## src/rtl/fir_coef_ctrl_if.sv

```systemverilog
// Coefficient-controller bus: cfg writes/commit and sample strobe in, coefs and status out.
// Readback ports exist only when FIR_COEF_READBACK_EN is defined.
interface fir_coef_ctrl_if #(
    parameter int NTAPS = 4,
    parameter int DW    = 8,
    parameter int AW    = 2
);
    logic                cfg_valid;
    logic                cfg_ready;
    logic [AW-1:0]       cfg_addr;
    logic [DW-1:0]       cfg_data;
    logic                cfg_commit;
    logic                in_valid;
    logic [NTAPS*DW-1:0] coef_bus;
    logic                out_valid;
    logic                busy;
`ifdef FIR_COEF_READBACK_EN
    logic [AW-1:0]       rd_addr;
    logic [DW-1:0]       rd_data;
`endif

    modport master (
        output cfg_valid, cfg_addr, cfg_data, cfg_commit, in_valid,
`ifdef FIR_COEF_READBACK_EN
        output rd_addr,
        input  rd_data,
`endif
        input  cfg_ready, coef_bus, out_valid, busy
    );

    modport slave (
        input  cfg_valid, cfg_addr, cfg_data, cfg_commit, in_valid,
`ifdef FIR_COEF_READBACK_EN
        input  rd_addr,
        output rd_data,
`endif
        output cfg_ready, coef_bus, out_valid, busy
    );
endinterface

```

## src/rtl/fir_coef_ctrl.sv

```systemverilog
// FIR coefficient shadow/active controller; out_valid 1-cycle latency, cfg writes stalled while a commit is armed.
// FIR_COEF_READBACK_EN adds a 1-cycle active-coefficient readback port.
module fir_coef_ctrl #(
    parameter int            NTAPS    = 4,
    parameter int            DW       = 8,
    parameter int            AW       = 2,
    parameter logic [DW-1:0] COEF_RST = DW'(1)
) (
    input  logic              clk,
    input  logic              reset,
    fir_coef_ctrl_if.slave    bus
);
    localparam int CW = (NTAPS > 2) ? $clog2(NTAPS - 1) : 1;
    localparam logic [CW-1:0] SETTLE_INIT = CW'(NTAPS - 2);

    typedef enum logic [1:0] {IDLE, ARM, SETTLE} state_e;

    state_e          state_q, state_d;
    logic [CW-1:0]   settle_q, settle_d;
    logic            out_valid_q, out_valid_d;
    logic            swap_now;
    logic            wr_en;
    logic [DW-1:0]   shadow_q [NTAPS];
    logic [DW-1:0]   active_q [NTAPS];

    assign bus.cfg_ready = (state_q != ARM);
    assign bus.busy      = (state_q != IDLE);
    assign bus.out_valid = out_valid_q;
    assign wr_en         = bus.cfg_valid && bus.cfg_ready;

    always_comb begin
        state_d  = state_q;
        settle_d = settle_q;
        swap_now = 1'b0;
        if (bus.in_valid && (settle_q != '0)) begin
            settle_d = settle_q - CW'(1);
        end
        case (state_q)
            IDLE: begin
                if (bus.cfg_commit) state_d = ARM;
            end
            ARM: begin
                // Swap lands on the first sample after the commit, never on the commit edge.
                if (bus.in_valid) begin
                    swap_now = 1'b1;
                    settle_d = SETTLE_INIT;
                    state_d  = (NTAPS > 2) ? SETTLE : IDLE;
                end
            end
            SETTLE: begin
                if (bus.in_valid && (settle_q == CW'(1))) state_d = IDLE;
                if (bus.cfg_commit) state_d = ARM;
            end
            default: state_d = IDLE;
        endcase
        out_valid_d = bus.in_valid && !swap_now && (settle_q == '0);
    end

    always_ff @(posedge clk or negedge reset) begin
        if (!reset) begin
            state_q     <= IDLE;
            settle_q    <= '0;
            out_valid_q <= 1'b0;
        end else begin
            state_q     <= state_d;
            settle_q    <= settle_d;
            out_valid_q <= out_valid_d;
        end
    end

    always_ff @(posedge clk or negedge reset) begin
        if (!reset) begin
            for (int i = 0; i < NTAPS; i++) begin
                shadow_q[i] <= COEF_RST;
                active_q[i] <= COEF_RST;
            end
        end else begin
            for (int i = 0; i < NTAPS; i++) begin
                if (wr_en && (bus.cfg_addr == AW'(i))) shadow_q[i] <= bus.cfg_data;
                if (swap_now) active_q[i] <= shadow_q[i];
            end
        end
    end

    always_comb begin
        bus.coef_bus = '0;
        for (int i = 0; i < NTAPS; i++) begin
            bus.coef_bus[(NTAPS-1-i)*DW +: DW] = active_q[i];
        end
    end

`ifdef FIR_COEF_READBACK_EN
    logic [DW-1:0] rd_data_q, rd_data_d;

    always_comb begin
        rd_data_d = '0;
        for (int i = 0; i < NTAPS; i++) begin
            if (bus.rd_addr == AW'(i)) rd_data_d = active_q[i];
        end
    end

    always_ff @(posedge clk or negedge reset) begin
        if (!reset) rd_data_q <= '0;
        else        rd_data_q <= rd_data_d;
    end

    assign bus.rd_data = rd_data_q;
`endif
endmodule

```

## src/flat_wrapper.sv

```systemverilog
// flat-port wrapper written by rule: the top's interface ports become plain ports
module fir_coef_ctrl_flat 
#(
    parameter int            NTAPS    = 4,
    parameter int            DW       = 8,
    parameter int            AW       = 2,
    parameter logic [DW-1:0] COEF_RST = DW'(1)
)
  (clk, reset, bus_cfg_valid, bus_cfg_addr, bus_cfg_data, bus_cfg_commit, bus_in_valid, bus_cfg_ready, bus_coef_bus, bus_out_valid, bus_busy);
  fir_coef_ctrl_if #(.NTAPS(NTAPS), .DW(DW), .AW(AW)) bus_i ();
  input  logic clk;
  input  logic reset;
  input wire logic [$bits(bus_i.cfg_valid)-1:0] bus_cfg_valid;
  input wire logic [$bits(bus_i.cfg_addr)-1:0] bus_cfg_addr;
  input wire logic [$bits(bus_i.cfg_data)-1:0] bus_cfg_data;
  input wire logic [$bits(bus_i.cfg_commit)-1:0] bus_cfg_commit;
  input wire logic [$bits(bus_i.in_valid)-1:0] bus_in_valid;
  output wire logic [$bits(bus_i.cfg_ready)-1:0] bus_cfg_ready;
  output wire logic [$bits(bus_i.coef_bus)-1:0] bus_coef_bus;
  output wire logic [$bits(bus_i.out_valid)-1:0] bus_out_valid;
  output wire logic [$bits(bus_i.busy)-1:0] bus_busy;
  assign bus_i.cfg_valid = bus_cfg_valid;
  assign bus_i.cfg_addr = bus_cfg_addr;
  assign bus_i.cfg_data = bus_cfg_data;
  assign bus_i.cfg_commit = bus_cfg_commit;
  assign bus_i.in_valid = bus_in_valid;
  assign bus_cfg_ready = bus_i.cfg_ready;
  assign bus_coef_bus = bus_i.coef_bus;
  assign bus_out_valid = bus_i.out_valid;
  assign bus_busy = bus_i.busy;
  fir_coef_ctrl #(.NTAPS(NTAPS), .DW(DW), .AW(AW), .COEF_RST(COEF_RST)) u_core (.clk(clk), .reset(reset), .bus(bus_i));
endmodule
```

## config.mk

```make
export PLATFORM = sky130hd
export DESIGN_NAME = fir_coef_ctrl_flat
export DESIGN_NICKNAME = d
export VERILOG_FILES = /design/src/rtl/fir_coef_ctrl_if.sv /design/src/rtl/fir_coef_ctrl.sv /design/src/flat_wrapper.sv
export SDC_FILE = /design/constraint.sdc
export NUM_CORES = 1
export LEC_CHECK = 0
export CAP_MARGIN = 20
export CORE_MARGIN = 4
export CORE_UTILIZATION = 45
export CTS_BUF_LIST = sky130_fd_sc_hd__clkbuf_8
export CTS_CLUSTER_DIAMETER = 50
export DETAILED_ROUTE_END_ITERATION = 16
export GPL_ROUTABILITY_DRIVEN = 0
export PLACE_DENSITY = 0.73
export SYNTH_ARGS = -nofsm -noshare
export SYNTH_HDL_FRONTEND = slang
export SYNTH_SLANG_ARGS = --single-unit
```

## constraint.sdc

```tcl
create_clock -name clk -period 2.8 [get_ports clk]
set_input_delay 0.56 -clock clk [delete_from_list [all_inputs] [get_ports clk]]
set_output_delay 0.56 -clock clk [all_outputs]
set_load 0.01 [all_outputs]
```

==> flow_summary.ini, run 1 <==
[sta]
slew_viol_final = 0
period_share_pct = 76.4
fmax_mhz = 468
layout_setup_ws_ns = 0.661
hold_violations = 0
unrepaired_setup_endpoints_after_global_routing = no
finalCriticalPeriod_ns = 2.14
final.setup.tns_ns = 0
hold-worst-slack_ns = 0.405
timing.max_slew.rel_slack_pct = 44.4
setup-violations-final = 0
finClkSkew_ns = 0.00361
worst_slew_pin_slew_ns = 0.833

[cells_and_area]
layout_cell_share_with_drive_strength_beyond_1_pct = 44.4
antenna_cells = 0
finish.cell_count_without_fillers = 297
post-route-cell-area_um2 = 3470
nNetsFinal = 237
finalCoreUtilization_pct = 61.1
synthToLayoutAreaGrowth_pct = 28.3

[clocking]
cts_tree = done
cts_hold_repair.buffers = 0
post-cts-setup-buffers = 0
cts-root-buf = clkbuf_8
ctsResizeCount = 0
tritoncts.num_buffers = 9
clkTransAtPathRegs_ns = 0.07
clock_sinks = 69
worstSkewPairLatency_ns = 0.34
cts_max_path_buffers = 2
h-tree-depth = 3

[power]
total_power_mw = 3.67
power_per_cell_area_nw_per_um2 = 1060
total_leakage_power_nw = 1.50
power.ir.vdd_worst_uv = 596

[floorplan]
ios = 50
fp-row-count = 27
floorplan.die.width_um = 85.5
design.die.area_um2 = 7310
core-area_um2 = 5680
initial_standard_cell_utilization_of_the_core_pct = 47.6
die-height_um = 85.5

[worst_setup_path]
type_of_destination_of_the_critical_path = primary output
data_arrival_time_of_the_worst_path_ns = 1.58
crit_path_category = flip-flop to primary output
maximum_net_fanout_on_the_critical_path = 7
worst_setup_path_start_kind = flip-flop
cp_data_required_time_ns = 2.24

[logic_synthesis]
synthesis.yosys.warnings = 0
synthDominantCellAreaShare_pct = 56.5
synth_largest_area_cell = dfrtp_1
netlist_instances = 160
syn_area_per_cell_um2 = 16.9
syn-cell-area_um2 = 2700
synth.most_common_cell = mux2_2
asyncSetResetFlopFracSynth_pct = 100
synth.lib_cells_used.distinct = 22
synth_edf_count = 0
synthFlopType = dfrtp_1
synthTopCellsByCount = mux2_2 (64), dfrtp_1 (61), dfstp_2 (8)
synth-seq-area-share_pct = 64.3
syn_nets = 177
yosys_register_bits = 69
synth.top_cells.by_area = dfrtp_1 (57%), mux2_2 (27%), dfstp_2 (7.8%), clkbuf_8 (1.5%), ha_1 (0.93%)

[route]
num_vias = 1486
route.antenna.remaining_nets = 0
drt-total-wl_um = 5020
drt-initial-drc-count = 57
detail_route.first_pass.iterations = 3
detail_route.drc_violations = 0
wl_per_cell_um = 16.9
routed_via_density = 5.00

[grt]
grt_start_max_net_pins = 70
number_of_global_route_vias_before_repair = 1666
grt_util_all_layers_pct = 15.3
global_route.overflow_total = 0
grt_first_pass_wirelength_um = 8440
antenna_violations_before_repair = 0

[placed_design]
post-dp-hpwl_um = 3480
preCtsSetupSlack_ns = 0.515
dpl-instance-area_um2 = 3270
dp.cells = 281
number_of_buffers_inserted_by_port_buffering = 49

[run]
max_cap_viol_count = 0

[min_path]
worst_hold_path_type = input pin to asynchronous set/reset pin

[run_status]
status = complete, no violations
## cell type report
| cell class | count | area, um^2 |
|---|---|---|
| fillers | 444 | 2210 |
| well taps | 72 | 90.1 |
| clock buffers | 13 | 179 |
| repair buffers | 52 | 520 |
| clock inverters | 3 | 17.5 |
| multi-input cells | 83 | 905 |
| flip-flops and latches | 69 | 1740 |
| inverters | 5 | 18.8 |
## where the power goes
group	switching, mW	internal, mW
Clock	0.350	0.415
Sequential	0.215	1.45
Combinational	0.450	0.794
## path summary, 6_finish.rpt
path	to	slack (ns)	startpoint	cells after the start
hold / removal	u_core.bus.coef_bus[13]$_DFFE_PN0P_	0.41	reset	2
min in group clk	u_core.bus.coef_bus[13]$_DFFE_PN0P_	0.50	u_core.bus.coef_bus[13]$_DFFE_PN0P_	1
hold reg to reg	u_core.bus.coef_bus[13]$_DFFE_PN0P_	0.50	u_core.bus.coef_bus[13]$_DFFE_PN0P_	1
setup / recovery	bus_cfg_ready	0.66	u_core.state_q[0]$_DFFE_PN0P_	3
setup reg to reg	u_core.bus.coef_bus[20]$_DFFE_PN0P_	1.18	u_core.state_q[0]$_DFFE_PN0P_	4
max in group asynchronous	u_core.bus.coef_bus[22]$_DFFE_PN0P_	1.85	reset	2
## sequential cells by signal (all words and copies together), names as in the netlist, named ones only
| name | count |
|---|---|
| u_core.state_q | 2 |
| u_core.bus.coef_bus | 32 |
| u_core.bus.out_valid | 1 |
| u_core.settle_q | 1 |
| u_core.shadow_q | 32 |
## metal layers
metal / wire length (um) / vias up / track usage (%) / share of wire [%]
met4: 75 / 0 / 5.61 / 1.5
met5: 0 / - / 0 / 0
met3: 364 / 7 / 6.31 / 7.3
li1: - / 682 / - / -
met1: 2140 / 758 / 19.4 / 43
met2: 2440 / 39 / 23.4 / 49
## placed cells by master, fill, tap and decap left out, types with 2 or more instances in the layout
master	netlist	routed
buf_4	0	2
clkbuf_8	3	13
clkdlybuf4s50_1	0	48
clkinv_2	0	2
dfrtp_1	61	61
dfstp_2	8	8
ha_1	2	2
inv_1	4	4
mux2_2	64	64
nand2_1	3	3
## cells by family (layout without fill, tap and decap cells)
kind of cell | Yosys count | in the layout | share of synthesized area (%)
simple gates | 12 | 12 | 4.40
flops | 69 | 69 | 64.3
mux | 65 | 65 | 27.0
fa+ha+maj | 2 | 2 | 0.926
compound gates | 4 | 4 | 1.11
buf+inv | 8 | 73 | 2.22
## worst max-delay path, stage by stage, from the launching register on
cell and delay [ns]:
dfrtp_1 0.38, nor2b_4 0.26, inv_2 0.11, clkdlybuf4s50_1 0.49
Power figures use the tool's default switching activity.
==> run 2: changes to the inputs <==
==> constraint.sdc (replaced) <==
create_clock -name clk -period 2.1 [get_ports clk]
set_input_delay 0.42 -clock clk [delete_from_list [all_inputs] [get_ports clk]]
set_output_delay 0.42 -clock clk [all_outputs]
set_load 0.01 [all_outputs]
==> flow_summary.ini, run 2 (synthesized netlist as in run 1, its figures left out) <==
[clocking]
cts-root-buf = clkbuf_8
clkTransAtPathRegs_ns = 0.07
clock_sinks = 69
worstSkewPairLatency_ns = 0.33
cts_tree = done
cts_max_path_buffers = 2
cts_hold_repair.buffers = 0
tritoncts.num_buffers = 9
ctsResizeCount = 0
post-cts-setup-buffers = 0
h-tree-depth = 3

[sta]
unrepaired_setup_endpoints_after_global_routing = no
hold_violations = 0
setup-violations-final = 0
fmax_mhz = 502
timing.max_slew.rel_slack_pct = 63.3
period_share_pct = 94.9
finClkSkew_ns = 0.0117
finalCriticalPeriod_ns = 1.99
worst_slew_pin_slew_ns = 0.550
slew_viol_final = 0
final.setup.tns_ns = 0

[grt]
antenna_violations_before_repair = 0
global_route.overflow_total = 0
grt_start_max_net_pins = 47
grt_util_all_layers_pct = 15.0
number_of_global_route_vias_before_repair = 1683
grt_first_pass_wirelength_um = 8520

[route]
wl_per_cell_um = 16.5
detail_route.drc_violations = 0
routed_via_density = 5.10
drt-total-wl_um = 4980
num_vias = 1535
route.antenna.remaining_nets = 0
detail_route.first_pass.iterations = 4
drt-initial-drc-count = 36

[worst_setup_path]
setup.reg_to_reg.worst_slack_ns = 0.49
critical_path_top_delay_cell = clkdlybuf4s50_1
cp_slowest_stage_delay_ns = 0.56
worstRegToRegCells = 5
worst_setup_path_start_kind = flip-flop
crit_chain = nor2b_4 -> inv_2 -> clkdlybuf4s50_1
cp_data_required_time_ns = 1.68
type_of_destination_of_the_critical_path = primary output
r2r-start = u_core.state_q[0]$_DFFE_PN0P_
r2r_end = u_core.shadow_q[28]$_DFFE_PN0P_
maximum_net_fanout_on_the_critical_path = 7
data_arrival_time_of_the_worst_path_ns = 1.57
crit_path_category = flip-flop to primary output

[power]
power_per_cell_area_nw_per_um2 = 1400
power.clock.fraction_pct = 20.4
net-switching-power_mw = 1.34
power.sequential.fraction_pct = 45.6
power.ir.vdd_worst_uv = 737
total_leakage_power_nw = 1.52
intPower_mw = 3.56
p_sw_share_pct = 27.4
pwr-share-comb_pct = 34.0

[cells_and_area]
layout_cell_share_with_drive_strength_beyond_1_pct = 45.4
sequential_cell_area_um2 = 1740
antenna_cells = 0
fill_cells = 444
finalCoreUtilization_pct = 61.6
post-route-cell-area_um2 = 3500
synthToLayoutAreaGrowth_pct = 29.5
nNetsFinal = 241
layout_commonest_cell = mux2_2
multi_input_comb_area_um2 = 905
mostFrequentLayoutCells = mux2_2 (64), dfrtp_1 (61), clkdlybuf4s50_1 (48), clkbuf_8 (13), dfstp_2 (8)

[floorplan]
core-area_um2 = 5680
design.die.area_um2 = 7310
floorplan.die.width_um = 85.5
ios = 50
initial_standard_cell_utilization_of_the_core_pct = 47.6
die-height_um = 85.5
fp-row-count = 27

[placed_design]
post-dp-hpwl_um = 3490
dpl-instance-area_um2 = 3290
number_of_buffers_inserted_by_port_buffering = 49

[min_path]
worst_hold_path_type = input pin to asynchronous set/reset pin

[run]
max_cap_viol_count = 0

[run_status]
status = complete, no violations
==> run 2: cell types whose count changed in the layout (fill, tap and decap cells not counted), sizes merged <==
| cell | before | now |
|---|---|---|
| buf | 4 | 8 |
==> run 2: how the worst max path moves through the flow <==
| stage | startpoint | end | slack, ns | cells after the start |
|---|---|---|---|---|
| detailed placement | bus_cfg_addr[0] | u_core.shadow_q[26]$_DFFE_PN0P_ | 0.11 | 4 |
| finish | u_core.state_q[0]$_DFFE_PN0P_ | bus_cfg_ready | 0.11 | 3 |
| global route | u_core.state_q[0]$_DFFE_PN0P_ | bus_cfg_ready | 0.05 | 3 |
| floorplan | u_core.state_q[0]$_DFFE_PN0P_ | u_core.shadow_q[25]$_DFFE_PN0P_ | 0.66 | 3 |
| CTS | u_core.state_q[0]$_DFFE_PN0P_ | bus_cfg_ready | 0.05 | 3 |
| global placement | bus_cfg_addr[0] | u_core.shadow_q[27]$_DFFE_PN0P_ | 0.13 | 4 |
==> run 2: power groups by stage <==
stage	logic, mW	clock network (mW)	registers (mW)
6_report	1.67	1.00	2.23
5_1_grt	1.80	1.10	2.31
4_1_cts	1.69	1.04	2.24
3_5_place_dp	1.67	0	2.26
3_3_place_gp	1.62	0	2.22
2_1_floorplan	0.686	0	2.33
==> run 2: routing by layer <==
layer / global-route usage, % / part of all wire (%)
met1: 19.1 / 43
met2: 24.3 / 49
met3: 3.59 / 5.3
met4: 6.47 / 1.9
met5: 0 / 0
==> run 2: per-stage QoR <==
stage	power [mW]	hold slack (ns)	worst slack, ns	cells
3_3_place_gp	3.85	0.420	0.129	283
3_5_place_dp	3.93	0.441	0.108	283
5_1_grt	5.22	0.102	0.0499	301
2_1_floorplan	3.02	0.124	0.660	160
6_report	4.90	0.0697	0.107	301
4_1_cts	4.97	0.0690	0.0478	299
==> run 2: critical path: cells and delay by family (launching register included) <==
family / cells / cell delay [ns]
buf+inv: 2 / 0.69
flops: 1 / 0.41
simple gates: 1 / 0.15
==> run 2: area by class of cell <==
cell class                 count  share of cell area (%)
clock inverter                 3                   0.501
inverter                       5                   0.537
clock buffer                  13                    5.12
multi-input combinational     83                    25.9
timing repair buffer          56                    15.7
tap                           72                    2.58
sequential                    69                    49.7
==> run 3: changes to the inputs <==
--- a/config.mk
+++ b/config.mk
@@ -12,6 +12,7 @@
 export CTS_CLUSTER_DIAMETER = 50
 export DETAILED_ROUTE_END_ITERATION = 16
 export GPL_ROUTABILITY_DRIVEN = 0
+export HOLD_SLACK_MARGIN = 0.08
 export PLACE_DENSITY = 0.73
 export SYNTH_ARGS = -nofsm -noshare
 export SYNTH_HDL_FRONTEND = slang
==> flow_summary.ini, run 3 (synthesized netlist as in run 1, its figures left out) <==
[floorplan]
die-height_um = 85.5
core-area_um2 = 5680
initial_standard_cell_utilization_of_the_core_pct = 47.6
fp-row-count = 27
floorplan.die.width_um = 85.5
design.die.area_um2 = 7310
ios = 50

[cells_and_area]
nNetsFinal = 242
mostFrequentLayoutCells = mux2_2 (64), dfrtp_1 (61), clkdlybuf4s50_1 (48), clkbuf_8 (13), dfstp_2 (8)
layout_commonest_cell = mux2_2
finish.cell_count_without_fillers = 302
antenna_cells = 0
layout_cell_share_with_drive_strength_beyond_1_pct = 45.2
synthToLayoutAreaGrowth_pct = 29.8

[clocking]
cts_tree = done
clkTransAtPathRegs_ns = 0.07
cts_max_path_buffers = 2
h-tree-depth = 3
clock_sinks = 69
cts-root-buf = clkbuf_8
tritoncts.num_buffers = 9
worstSkewPairLatency_ns = 0.33

[sta]
finClkSkew_ns = 0.0117
timing.max_slew.rel_slack_pct = 63.2
period_share_pct = 94.9
hold_violations = 0
worst_slew_pin_slew_ns = 0.552
unrepaired_setup_endpoints_after_global_routing = no
slew_viol_final = 0
final.setup.tns_ns = 0
finalCriticalPeriod_ns = 1.99
fmax_mhz = 502
setup-violations-final = 0

[placed_design]
number_of_buffers_inserted_by_port_buffering = 49
dp.cells = 283
post-dp-hpwl_um = 3490

[grt]
grt_first_pass_wirelength_um = 8520
global_route.overflow_total = 0
grt_start_max_net_pins = 47
grt_util_all_layers_pct = 15.0
number_of_global_route_vias_before_repair = 1683
antenna_violations_before_repair = 0

[worst_setup_path]
buf_inv_stages_crit_path = 2
maximum_net_fanout_on_the_critical_path = 7
critical_path_top_delay_cell = clkdlybuf4s50_1
timing.critical_path.max_delay_family = buffers and inverters
cp_data_required_time_ns = 1.68
crit_chain = nor2b_4 -> inv_2 -> clkdlybuf4s50_1
data_arrival_time_of_the_worst_path_ns = 1.57
cp_slowest_stage_delay_ns = 0.56
type_of_destination_of_the_critical_path = primary output
crit_path_category = flip-flop to primary output
worst_setup_path_start_kind = flip-flop

[power]
power.ir.vdd_worst_uv = 737
total_leakage_power_nw = 1.53
power_per_cell_area_nw_per_um2 = 1400

[route]
route.antenna.remaining_nets = 0
detail_route.first_pass.iterations = 4
routed_via_density = 5.09
num_vias = 1536
drt-total-wl_um = 4980
drt-initial-drc-count = 35
wl_per_cell_um = 16.5
detail_route.drc_violations = 0

[min_path]
worst_hold_path_type = flip-flop to flip-flop

[run]
max_cap_viol_count = 0

[run_status]
status = complete, no violations
-- run 3: path summary, 6_finish.rpt --
kind,from,end,slack (ns),cells past startpoint
min in group asynchronous,reset,u_core.bus.out_valid$_DFF_PN0_,0.61,2
hold / removal,u_core.shadow_q[23]$_DFFE_PN0P_,u_core.bus.coef_bus[23]$_DFFE_PN0P_,0.50,1
setup reg to reg,u_core.state_q[0]$_DFFE_PN0P_,u_core.shadow_q[28]$_DFFE_PN0P_,0.49,5
hold reg to reg,u_core.shadow_q[23]$_DFFE_PN0P_,u_core.bus.coef_bus[23]$_DFFE_PN0P_,0.50,1
max in group asynchronous,reset,u_core.bus.coef_bus[8]$_DFFE_PN1P_,0.81,3
setup / recovery,u_core.state_q[0]$_DFFE_PN0P_,bus_cfg_ready,0.11,3
-- run 3: layout make-up --
type,instances,area (um^2)
Fill cell,443,2170
Multi-Input combinational cell,83,905
Timing Repair Buffer,57,561
Tap cell,72,90.1
Sequential cell,69,1740
Inverter,5,18.8
Clock inverter,3,17.5
Clock buffer,13,179
-- run 3: worst register-to-register path, delay by kind of cell, from the launching register on --
kind | cells | cell delay, ns
buffers and inverters | 2 | 0.37
and+or+nand+nor | 2 | 0.35
DFF | 1 | 0.41
muxes | 1 | 0.35
-- run 3: per-layer routing --
layer  GRT usage (%)  vias to the layer above  part of all wire (%)
met5               0                        -                     0
met4            6.47                        0                   1.9
met3            3.59                        9                   5.3
met2            24.3                       40                    49
met1            19.1                      789                    44
li1                -                      698                     -
-- run 3: power by group --
part           internal, mW  switching, mW
Sequential             1.94          0.298
Clock                 0.554          0.447
Combinational          1.07          0.597
-- run 3: repair_timing --
action                                  in CTS  in global routing
endpoints found under the setup margin       0                  1
hold endpoints to repair                    14                  0
resized for setup                            0                  0
hold buffers                                 1                  0
setup buffers                                0                  2
-- run 3: metrics by stage --
| step | setup WS, ns | utilization (%) | area, um^2 | power (mW) | hold slack (ns) |
|---|---|---|---|---|---|
| 2_1_floorplan | 0.660 | - | 2700 | 3.02 | 0.124 |
| 3_3_place_gp | 0.129 | 57.9 | 3290 | 3.85 | 0.420 |
| 3_5_place_dp | 0.108 | 57.9 | 3290 | 3.93 | 0.441 |
| 4_1_cts | 0.0478 | 61.5 | 3490 | 4.97 | 0.505 |
| 5_1_grt | 0.0499 | 61.8 | 3510 | 5.22 | 0.512 |
| 6_report | 0.107 | 61.8 | 3510 | 4.90 | 0.502 |
